`src/rtl/rle_pkg.sv`:
```
// Shared constants, FSM encoding and byte-packing helper for the row RLE codec.
// Latency: n/a (definitions only).
// Backpressure: n/a (definitions only).
// Contents: byte layout constants, rle_state_t, rle_pack().
package rle_pkg;

  // Encoded byte layout: {value[7], length[6:0]}.
  localparam int RLE_BYTE_W  = 8;
  localparam int RLE_LEN_MSB = 6;
  localparam int RLE_VAL_BIT = 7;
  localparam int RLE_MAX_RUN = 127;

  typedef enum logic [1:0] {
    IDLE = 2'd0,
    SCAN = 2'd1,
    EMIT = 2'd2
  } rle_state_t;

  function automatic logic [RLE_BYTE_W-1:0] rle_pack(input logic val,
                                                     input logic [RLE_LEN_MSB:0] len);
    logic [RLE_BYTE_W-1:0] b;
    b = '0;
    b[RLE_VAL_BIT]     = val;
    b[RLE_LEN_MSB:0]   = len;
    return b;
  endfunction

endpackage

```
`src/rtl/rle_out_reg.sv`:
```
// Output holding register for the RLE byte stream (byte + last flag).
// Latency: a loaded byte is presented on out_valid the cycle after load.
// Backpressure: byte/last held stable until out_ready; valid only drops on a handshake.
// Ports: load/load_byte/load_last from the FSM, out_ready from consumer,
//        out_valid/out_byte/out_last to consumer, fire = handshake this cycle.
module rle_out_reg
  import rle_pkg::*;
(
  input  logic                  clk,
  input  logic                  rst,
  input  logic                  load,
  input  logic [RLE_BYTE_W-1:0] load_byte,
  input  logic                  load_last,
  input  logic                  out_ready,
  output logic                  out_valid,
  output logic [RLE_BYTE_W-1:0] out_byte,
  output logic                  out_last,
  output logic                  fire
);

  assign fire = out_valid & out_ready;

  // The FSM only loads when the register is empty or draining this cycle,
  // so a held byte can never be overwritten.
  always_ff @(posedge clk) begin
    if (rst) begin
      out_valid <= 1'b0;
      out_byte  <= '0;
      out_last  <= 1'b0;
    end else if (load && (!out_valid || fire)) begin
      out_valid <= 1'b1;
      out_byte  <= load_byte;
      out_last  <= load_last;
    end else if (fire) begin
      out_valid <= 1'b0;
      out_last  <= 1'b0;
    end
  end

endmodule

```
`src/rtl/rle_compress.sv`:
```
// Run-length encoder for one binary row, MSB first, one bit per clock, {val,len} bytes out.
// Latency: first byte valid <= MAX_RUN+1 cycles after accept; row <= ROW_W + bytes + 1 cycles.
// Backpressure: scanning stalls while a byte is held; row input blocked (in_ready=0) until done.
// Ports: in_valid/in_ready/in_row row input; out_valid/out_ready/out_byte/out_last byte stream;
//        byte_count bytes of current row; busy accept..final handshake; done pulse after it.
module rle_compress
  import rle_pkg::*;
#(
  parameter int ROW_W   = 256,
  parameter int MAX_RUN = RLE_MAX_RUN,
  parameter int CNT_W   = 9
) (
  input  logic                  clk,
  input  logic                  rst,
  input  logic                  in_valid,
  output logic                  in_ready,
  input  logic [ROW_W-1:0]      in_row,
  output logic                  out_valid,
  input  logic                  out_ready,
  output logic [RLE_BYTE_W-1:0] out_byte,
  output logic                  out_last,
  output logic [CNT_W-1:0]      byte_count,
  output logic                  busy,
  output logic                  done
);

  localparam int IDX_W = $clog2(ROW_W);
  localparam logic [RLE_LEN_MSB:0] MAX_LEN  = (RLE_LEN_MSB+1)'(MAX_RUN);
  localparam logic [RLE_LEN_MSB:0] LEN_ONE  = (RLE_LEN_MSB+1)'(1);
  localparam logic [IDX_W-1:0]     IDX_ONE  = IDX_W'(1);
  localparam logic [IDX_W-1:0]     IDX_INIT = IDX_W'(ROW_W-2);
  localparam logic [CNT_W-1:0]     CNT_ONE  = CNT_W'(1);

  rle_state_t state_q, state_d;

  // Bit ROW_W-1 seeds the first run directly, so only the rest is stored.
  logic [ROW_W-2:0]       row_q;
  logic                   run_val_q;
  logic [RLE_LEN_MSB:0]   run_len_q;
  logic [IDX_W-1:0]       idx_q;
  logic                   pending_val_q;
  logic                   trail_q;

  logic                   cur_bit;
  logic                   absorb;
  logic                   at_end;

  logic                   load;
  logic [RLE_BYTE_W-1:0]  load_byte;
  logic                   load_last;
  logic                   fire;

  rle_out_reg u_out_reg (
    .clk       (clk),
    .rst       (rst),
    .load      (load),
    .load_byte (load_byte),
    .load_last (load_last),
    .out_ready (out_ready),
    .out_valid (out_valid),
    .out_byte  (out_byte),
    .out_last  (out_last),
    .fire      (fire)
  );

  always_comb begin
    cur_bit = row_q[idx_q];
    absorb  = (cur_bit == run_val_q) && (run_len_q < MAX_LEN);
    at_end  = (idx_q == '0);
  end

  // State register
  always_ff @(posedge clk) begin
    if (rst) state_q <= IDLE;
    else     state_q <= state_d;
  end

  // Next-state logic
  always_comb begin
    state_d = state_q;
    case (state_q)
      IDLE: if (in_valid) state_d = SCAN;
      SCAN: if (!absorb || at_end) state_d = EMIT;
      EMIT: begin
        if (fire) begin
          if (out_last)      state_d = IDLE;
          else if (!trail_q) state_d = SCAN;
        end
      end
      default: state_d = IDLE;
    endcase
  end

  // Output / load control
  always_comb begin
    in_ready  = 1'b0;
    load      = 1'b0;
    load_byte = '0;
    load_last = 1'b0;
    case (state_q)
      IDLE: in_ready = 1'b1;
      SCAN: begin
        // Last bit absorbed closes the row with the extended run; otherwise
        // the current run is flushed and the mismatching bit becomes pending.
        if (absorb && at_end) begin
          load      = 1'b1;
          load_byte = rle_pack(run_val_q, run_len_q + LEN_ONE);
          load_last = 1'b1;
        end else if (!absorb) begin
          load      = 1'b1;
          load_byte = rle_pack(run_val_q, run_len_q);
          load_last = 1'b0;
        end
      end
      EMIT: begin
        // Trailing single-bit run when the final bit started a new run.
        if (fire && !out_last && trail_q) begin
          load      = 1'b1;
          load_byte = rle_pack(pending_val_q, LEN_ONE);
          load_last = 1'b1;
        end
      end
      default: ;
    endcase
  end

  // Scan datapath and status
  always_ff @(posedge clk) begin
    if (rst) begin
      row_q         <= '0;
      run_val_q     <= 1'b0;
      run_len_q     <= '0;
      idx_q         <= '0;
      pending_val_q <= 1'b0;
      trail_q       <= 1'b0;
      byte_count    <= '0;
      busy          <= 1'b0;
      done          <= 1'b0;
    end else begin
      done <= 1'b0;
      case (state_q)
        IDLE: begin
          if (in_valid) begin
            row_q      <= in_row[ROW_W-2:0];
            run_val_q  <= in_row[ROW_W-1];
            run_len_q  <= LEN_ONE;
            idx_q      <= IDX_INIT;
            byte_count <= '0;
            busy       <= 1'b1;
          end
        end
        SCAN: begin
          if (absorb && !at_end) begin
            run_len_q <= run_len_q + LEN_ONE;
            idx_q     <= idx_q - IDX_ONE;
          end else if (!absorb) begin
            pending_val_q <= cur_bit;
            trail_q       <= at_end;
          end
        end
        EMIT: begin
          if (fire) begin
            byte_count <= byte_count + CNT_ONE;
            if (out_last) begin
              busy <= 1'b0;
              done <= 1'b1;
            end else if (trail_q) begin
              trail_q <= 1'b0;
            end else begin
              // The mismatching bit opens the new run; idx > 0 here because
              // an end-of-row mismatch always takes the trailing path.
              run_val_q <= pending_val_q;
              run_len_q <= LEN_ONE;
              idx_q     <= idx_q - IDX_ONE;
            end
          end
        end
        default: ;
      endcase
    end
  end

endmodule

```
`config.mk`:
```
export PLATFORM = sky130hd
export DESIGN_NAME = rle_compress
export DESIGN_NICKNAME = d
export VERILOG_FILES = /design/src/rtl/rle_pkg.sv /design/src/rtl/rle_out_reg.sv /design/src/rtl/rle_compress.sv
export SDC_FILE = /design/constraint.sdc
export NUM_CORES = 1
export LEC_CHECK = 0
export CORE_MARGIN = 2
export CORE_UTILIZATION = 35
export DETAILED_ROUTE_END_ITERATION = 10
export PLACE_DENSITY = 0.7
export SKIP_CTS_REPAIR_TIMING = 1
export SLEW_MARGIN = 20
export SYNTH_ARGS = -nofsm -noshare
export SYNTH_HDL_FRONTEND = slang
export SYNTH_HIERARCHICAL = 1
export SYNTH_SLANG_ARGS = --single-unit
export TNS_END_PERCENT = 20
```
`constraint.sdc`:
```
create_clock -name clk -period 3.1 [get_ports clk]
set_input_delay 0.31 -clock clk [delete_from_list [all_inputs] [get_ports clk]]
set_output_delay 0.31 -clock clk [all_outputs]
set_load 0.1 [all_outputs]
```
==> summary.txt <==
Power and ir drop
  – Part of the power in registers: 31.6%
  – Power Density: 861 nW/um^2
  – Clk pwr share: 24.8%
  – Comb pwr share: 43.6%
  – Max VDD drop: 0.421 mV
  – Switching share of power: 36.9%
  – Sw Pwr: 0.00587 W
  – Pint: 0.0100 W
  – LEAKAGE: 6.79 nW

Run
  – Max-Cap Viols: 0

Logic synthesis
  – Yosys top cell by area: dfxtp_1
  – Synth top area share: 44.3%
  – Synth Register Bits: 296
  – Post-synth cell types: 70
  – Yosys warns: 6
  – Mean Syn Cell Area: 8.38 um^2
  – Ys flop type: dfxtp_1
  – Synth top area cells: dfxtp_1 44%, nand2_1 15%, a21oi_1 10%
  – EDFF count, synth: 0
  – Asr flop ratio synth: 0%
  – Syn_nets: 1863
  – Post-synthesis sequential area ratio: 44.3%
  – Top-count cell post-synth: nand2_1
  – Cells after synthesis: 1595
  – Synthesized area: 13400 um^2
  – Top post-synthesis cells by count: 545 x nand2_1, 296 x dfxtp_1, 278 x a21oi_1

Clocking
  – TritonCTS Buffers: 34
  – Clk sinks: 296
  – CTS tree: built
  – H-tree depth: 2
  – Clock Latency Late Sink: 510 ps
  – Clock tree buffer depth: 3
  – CTS clock-pin slew for the worst setup and hold paths: 60 ps
  – Clk root buf: clkbuf_16

Route
  – Vias: 12459
  – 1st-pass router iterations: 5
  – Drt total wl: 42100 um
  – Starting DRT DRC Count: 747
  – # DRC: 0
  – Vias per Instance: 5.15
  – Detail Route Antenna Nets: 0
  – WL/cell: 17.4 um

Final layout
  – Syn-to-layout area delta: 38.4%
  – Final cell count without fillers: 2419
  – Share of cells above drive strength 1: 14.7%
  – Fillers: 3545
  – Final #Nets: 2151
  – Final Core Density: 49.1%

Hold path
  – Min-delay src: rst
  – Hold Path Class: primary input to flip-flop

Floorplan
  – Initial Utilization: 35.5%
  – Die area: 39800 um^2
  – Die Span Y: 199 um
  – Site Rows: 71
  – IO Pins: 282
  – Die X: 199 um
  – Core Box Area: 37700 um^2

Global route
  – Pin count of the biggest net entering global routing: 115
  – First-pass GRT wire length: 63900 um
  – GRT Util Overall: 20.4%
  – GRT overflow: 0
  – Initial antenna violation count: 2
  – Vias in the first global route: 12061

Placed design
  – Placed insts: 2334
  – RePlAce Congestion: 0.819
  – I/O Buffers: 281
  – Dpl hpwl: 30200 um

Worst setup path
  – CP max stage delay: 510 ps
  – CP Max Fanout: 7
  – Critical Path Start: idx_q[0]
  – Most used cell, CP: buf_12
  – R2R Path Start: idx_q[0]
  – Crit-path slowest cell: mux4_2
  – Worst path cell trace: buf_12 -> buf_12 -> buf_6 -> mux4_2 -> nand2_2 -> nand4_1 -> o211ai_1 -> a22oi_2 -> o21a_4 -> mux2i_4 -> and2_4 -> o21ai_4 -> mux2i_1 -> a32oi_1 -> nor2_1
  – Req. time, crit path: 3460 ps
  – Crit end category: flip-flop
  – Worst path arrival time: 3670 ps
  – Startpoint class of the critical path: flip-flop
  – CP Class: flip-flop to flip-flop

Timing
  – Slew @ Worst Pin: 979 ps
  – RSZ-0062 raised after global routing: yes
  – Final worst-path setup slack: -210 ps
  – Clock Skew: 26.8 ps
  – Relative slew margins: 34.5%
  – Final setup vio count: 23
  – F_max: 0.302 GHz
  – Max Slew Vio Count: 0
  – Final Cycle Share: 107%
  – Hold Vio Cnt, Final: 0
  – Crit path time final: 3310 ps

Run status
  – Failing checks: setup timing
  – Status: finished, violations left
==> path summary, 6_finish.rpt <==
path,slack (ps),cells after the start,endpoint
worst min register to register,450,2,row_q[45]
worst min-delay path,270,2,pending_val_q
worst max-delay path,-210,15,u_out_reg/out_last
worst max register to register,-210,15,u_out_reg/out_last
==> critical path, delay by kind of cell (launching register included) <==
family	cells	cell delay (ps)
AO/OA/AOI/OAI	5	1160
buffers and inverters	3	390
flip-flops	1	380
multiplexers	3	830
AND/OR/NAND/NOR	4	380
==> layout make-up <==
class	instances	area (um^2)	share of cell area, %
antenna	2	5.00	0.0271
clock buffer	50	992	5.37
clock inverter	9	106	0.575
inverter	18	67.6	0.365
multi-input combinational	1152	6870	37.1
sequential	296	5930	32.1
tap	511	639	3.46
timing repair buffer	381	3880	21.0
==> logic make-up (layout without fill, tap and decap cells) <==
family	Yosys count	in the layout	share of synthesized area, %
flip-flops	296	296	44.3
XOR/XNOR	6	6	0.393
AND/OR/NAND/NOR	668	668	20.5
buffers and inverters	147	458	5.09
multiplexers	90	90	12.3
AO/OA/AOI/OAI	380	380	16.6
other	0	2	0
adder cells (fa/ha/maj)	8	8	0.749
==> layer usage <==
metal / vias to the layer above / track usage [%] / share of wire, %
li1: 6065 / - / -
met4: 0 / 8.12 / 3.7
met1: 5882 / 26.2 / 42
met2: 430 / 34.5 / 48
met3: 82 / 3.00 / 6.1
met5: - / 0 / 0
==> power groups by stage <==
stage | logic [W] | clock network, W | registers [W]
3_5_place_dp | 0.00637 | 0 | 0.00512
6_report | 0.00695 | 0.00395 | 0.00503
3_3_place_gp | 0.00623 | 0 | 0.00508
2_1_floorplan | 0.00419 | 0 | 0.00494
4_1_cts | 0.00639 | 0.00403 | 0.00504
5_1_grt | 0.00754 | 0.00418 | 0.00511
==> placed cells by master, fill, tap and decap left out, types with 19 or more instances in the layout <==
cell type and instances:
nand2_1 542, dfxtp_1 293, a21oi_1 274, clkdlybuf4s50_1 268, buf_4 81, mux4_2 51
clkbuf_16 38, nor2_1 23, mux2i_1 21, nand3_1 20, buf_12 19
==> registers in the layout (all words and copies together) (netlist names) <==
register	cells
trail_q	1
u_out_reg/out_last	1
idx_q	8
u_out_reg/out_valid	1
done	1
run_val_q	1
pending_val_q	1
run_len_q	7
u_out_reg/out_byte	8
row_q	255
byte_count	9
state_q	2
busy	1
==> per-stage QoR <==
stage          setup slack, ps  hold slack, ps  setup TNS, ps  area (um^2)  total power (W)
2_1_floorplan             16.2             432              0        13400          0.00913
3_3_place_gp              -335             439          -5420        17000           0.0113
3_5_place_dp              -358             444          -6410        17000           0.0115
4_1_cts                   -398             274          -7520        18100           0.0155
5_1_grt                   -329             323          -5800        18500           0.0168
6_report                  -210             267          -2680        18500           0.0159
(Power assumes the default switching activity.)
==> RTL edit 1 (config.mk and constraints unchanged) <==
Make the reset (`rst`) asynchronous in 3 clocked blocks.
--- a/src/rtl/rle_out_reg.sv
+++ b/src/rtl/rle_out_reg.sv
@@ -22,7 +22,7 @@
 
   // The FSM only loads when the register is empty or draining this cycle,
   // so a held byte can never be overwritten.
-  always_ff @(posedge clk) begin
+  always_ff @(posedge clk or posedge rst) begin
     if (rst) begin
       out_valid <= 1'b0;
       out_byte  <= '0;
--- a/src/rtl/rle_compress.sv
+++ b/src/rtl/rle_compress.sv
@@ -70,7 +70,7 @@
   end
 
   // State register
-  always_ff @(posedge clk) begin
+  always_ff @(posedge clk or posedge rst) begin
     if (rst) state_q <= IDLE;
     else     state_q <= state_d;
   end
@@ -125,7 +125,7 @@
   end
 
   // Scan datapath and status
-  always_ff @(posedge clk) begin
+  always_ff @(posedge clk or posedge rst) begin
     if (rst) begin
       row_q         <= '0;
       run_val_q     <= 1'b0;
Check against the original RTL: differs if rst is asserted again (counterexample within 4 cycles, from zero or initial values and one cycle with rst high); with rst held inactive, the same outputs for 4 cycles.
==> RTL edit 1 against the original RTL <==
- the flow still finishes with violations (setup timing)
- final area is 4.6% higher
- sequential power is 34% higher
- wire length is 8.8% lower
- worst setup slack worse by 250 ps
- power is 19% higher
- cell count is 23% lower
- synthesized area is 5.4% higher
- sequential cell count stayed put
- highest routed layer is now met5
==> RTL edit 1: results (changes against the original RTL) <==
metric,value,unit,change
outcome,finished with violations,,unchanged
violations,setup timing,,unchanged
dp_cells,1790,,"was 2,334"
gp_congestion,0.804,,was 0.819
yosysUniqueCellTypes,74,,was 70
async_reset_ff_share,100,%,was 0%
setup_violations,29,,was 23
slew_headroom,34.7,%,was 34.5%
cts-buffers-inserted,35,,was 34
ir_worst_vdd,0.514,mV,was 0.421 mV
antenna_found_initial,10,,was 2
ys.flop_type,dfrtp_1,,was dfxtp_1
netlist_top_cells_area,"dfrtp_1 53%, mux2_2 21%, mux4_2 9.4%, clkbuf_1 1.1%, mux2i_1 1.1%",,"was dfxtp_1 44%, nand2_1 15%, a21oi_1 10%, mux4_2 7.8%, clkbuf_1 2.8%"
yosys_warnings,6,,unchanged
port_buffers,281,,unchanged
synth_seq_area_share,52.6,%,was 44.3%
wl,38400,um,"was 42,100 um"
fillers,3441,,"was 3,545"
timing.rr.start,idx_q[0],,unchanged
root_buffer,clkbuf_16,,unchanged
path_max_fanout,10,,was 7
vias,9523,,"was 12,500"
fin_nets,1577,,"was 2,151"
max-clock-path-buffers,3,,unchanged
drtIter0Drc,622,,was 747
syn_nets,1249,,"was 1,863"
dpl.hpwl,28100,um,"was 30,200 um"
grt_use_total,18.4,%,was 20.4%
clkLatencyLatePin,550,ps,was 510 ps
layout-drive-gt1-share,37.3,%,was 14.7%
htreeDepth,2,,unchanged
drt-wirelength-per-cell,20.6,um,was 17.4 um
tns,-8400,ps,was -2680 ps
startpoint,idx_q[0],,unchanged
worst_slack,-456,ps,was -210 ps
clkTransAtPathRegs,60,ps,about the same
leakage,7.98,nW,was 6.79 nW
hp-class,in -> async,,was in -> reg
fin_skew,26.6,ps,was 26.8 ps
grt_pass1_vias,10200,,"was 12,100"
dr.pass1.iters,5,,unchanged
syn_inst,981,,"was 1,595"
grt_pass1_wl,58600,um,"was 63,900 um"
place_area,18000,sq um,"was 17,000 sq um"
largestRegisters,"row_q (255), byte_count (9)",,unchanged
yosys-top-cells-count,"296 x dfrtp_1, 259 x mux2_2, 59 x mux4_2",,"was 545 x nand2_1, 296 x dfxtp_1, 278 x a21oi_1"
grt_max_degree,83,,was 115
RTL edit 1: cell families after synthesis:
family / synth area share [%]
compound gates: 5.88
xor+xnor: 0.311
fa+ha+maj: 0.711
buf+inv: 2.66
flops: 52.6
mux: 32.6
simple gates: 5.24
RTL edit 1: through the flow:
stage	setup WS (ps)	total power [mW]	utilization [%]	hold WS [ps]
floorplan	-1000	12.1	-	150
global placement	-481	14.4	45.2	462
detailed placement	-592	14.6	45.2	471
CTS	-639	18.9	48.1	124
global route	-536	20.1	48.6	176
finish	-456	19.0	48.7	142
RTL edit 1: power breakdown:
part           total (mW)  internal, mW  switching, mW
logic                8.08          4.62           3.46
registers            6.76          5.70           1.07
clock network        4.14          2.46           1.67
RTL edit 1: worst paths after layout:
path | endpoint | slack (ps) | depth (start not counted)
max | u_out_reg/out_byte[2] | -460 | 12
min | u_out_reg/out_last | 140 | 2
max reg2reg | u_out_reg/out_byte[2] | -460 | 12
min reg2reg | busy | 480 | 1
max in group asynchronous | row_q[96] | 2080 | 3
min in group clk | row_q[149] | 370 | 2
RTL edit 1: layout make-up:
| cell class | instances | area share, % |
|---|---|---|
| Antenna cell | 6 | 0.0777 |
| Clock buffer | 50 | 5.24 |
| Clock inverter | 12 | 0.822 |
| Inverter | 12 | 0.252 |
| Multi-Input combinational cell | 609 | 33.1 |
| Sequential cell | 296 | 38.4 |
| Tap cell | 525 | 3.40 |
| Timing Repair Buffer | 355 | 18.7 |
RTL edit 1: routing by layer:
| layer | vias to the layer above | routed length [um] | GRT usage (%) | share of wire, % |
|---|---|---|---|---|
| li1 | 4326 | - | - | - |
| met1 | 4862 | 16500 | 24.0 | 43 |
| met2 | 262 | 18900 | 30.2 | 49 |
| met3 | 65 | 2030 | 4.26 | 5.3 |
| met4 | 8 | 938 | 6.06 | 2.4 |
| met5 | - | 53 | 0 | 0.14 |
RTL edit 1: worst max-delay path: stages, from the launching register on:
cell and delay, ps:
dfrtp_4 520, buf_12 180, mux4_2 510, a22o_1 230, o21ai_0 260, a311o_1 310
o22ai_2 160, or3_4 360, a21oi_4 170, a21o_1 180, nand2_4 90, nand2_8 120
mux2_4 300
==> RTL edit 2 (config.mk and constraints unchanged) <==
Made on the original files. The parameter `ROW_W` goes from 256 to 512.
--- a/src/rtl/rle_compress.sv
+++ b/src/rtl/rle_compress.sv
@@ -6,7 +6,7 @@
 module rle_compress
   import rle_pkg::*;
 #(
-  parameter int ROW_W   = 256,
+  parameter int ROW_W   = 512,
   parameter int MAX_RUN = RLE_MAX_RUN,
   parameter int CNT_W   = 9
 ) (
Ports: changed (resized in_row); port bits go from 282 to 538. The function was not compared with the original's and may differ.
==> RTL edit 2 against the original RTL <==
- worst setup slack worse by 480 ps
- utilization up 0.51 points
- final area rose by 83%
- the flow still finishes with violations (setup timing)
- critical path type unchanged
- die area is 79% higher
- hold slack got worse by 120 ps
- sequential cell count up 257
- sequential share of layout area rose by 0.59 points
- power grew 84%
- synthesized area up 80%
- wire length is 100% higher
- combinational power rose by 81%
- count of clock-buffer cells in the layout up 36
==> RTL edit 2: results (changes against the original RTL) <==
metric,value,unit,change
met2_usage,40.7,%,was 34.5%
grt_pass1_wl,127000,um,"was 63,900 um"
diodes,6,,was 2
dieArea,71000,sq um,"was 39,800 sq um"
leakage,12.6,nW,was 6.79 nW
synth_xor_area_share,0.327,%,was 0.393%
grt_util_met3,4.77,%,was 3.00%
setup_violations,30,,was 23
dp_cells,4235,,"was 2,334"
avgSynthCellArea,8.41,sq um,was 8.38 sq um
synth.area.mux_share,13.7,%,was 12.3%
synthAdderAreaFrac,0.363,%,was 0.749%
area_growth,40.7,%,was 38.4%
place_area,31400,sq um,"was 17,000 sq um"
synth_seq_area_share,45.9,%,was 44.3%
path_max_fanout,8,,was 7
nMultiInputCombCells,2062,,"was 1,152"
drtIter0Drc,1678,,was 747
buffer_area_share,22.0,%,was 21.0%
outcome,finished with violations,,unchanged
yosys-top-cells-count,"1,056 x nand2_1, 553 x dfxtp_1, 538 x a21oi_1",,"was 545 x nand2_1, 296 x dfxtp_1, 278 x a21oi_1"
drt-wirelength-per-cell,19.7,um,was 17.4 um
nonClockBufferCount,738,,was 381
dpl.hpwl,64100,um,"was 30,200 um"
cp.arrival,4260,ps,was 3670 ps
yosysUniqueCellTypes,74,,was 70
gp_congestion,0.865,,was 0.819
grt_use_total,23.3,%,was 20.4%
violations,setup timing,,unchanged
fillers,6381,,"was 3,545"
highest_layer,met5,,was met4
ir_worst_vdd,0.455,mV,was 0.421 mV
cp_top_family,multiplexers,,was compound AO/OA/AOI/OAI gates
port_buffers,537,,was 281
fin_nets,3958,,"was 2,151"
wl,86100,um,"was 42,100 um"
clkLatencyLatePin,630,ps,was 510 ps
syn_nets,3390,,"was 1,863"
reg2reg_depth,17,,was 15
worst_slack,-686,ps,was -210 ps
largestRegisters,"row_q (511), byte_count (9), idx_q (9)",,"was row_q (255), byte_count (9)"
num-nonclk-inverters,21,,was 18
vias,22500,,"was 12,500"
wl_met3,5580,um,was 2580 um
## RTL edit 2: cell count changes in the layout (fill, tap and decap cells not counted), moves of 56 or more
| cell | delta |
|---|---|
| nand2_1 | +513 |
| a21oi_1 | +263 |
| dfxtp_1 | +257 |
| clkdlybuf4s50_1 | +256 |
| buf_4 | +83 |
| mux4_2 | +56 |
## RTL edit 2: worst min-delay path by stage
stage / endpoint / slack (ps) / depth (start not counted)
2_1_floorplan: row_q[203] / 430 / 2
3_3_place_gp: row_q[202] / 440 / 2
3_5_place_dp: row_q[253] / 440 / 2
4_1_cts: byte_count[0] / 130 / 2
5_1_grt: byte_count[1] / 170 / 2
6_report: u_out_reg/out_last / 150 / 2
## RTL edit 2: power by group through the flow
stage               sequential, mW  clock (mW)  combinational (mW)
detailed placement            9.52           0                11.9
global placement              9.49           0                11.8
finish                        9.34        7.39                12.6
floorplan                     9.11           0                7.29
global route                  9.47        7.79                13.6
CTS                           9.38        7.51                12.0
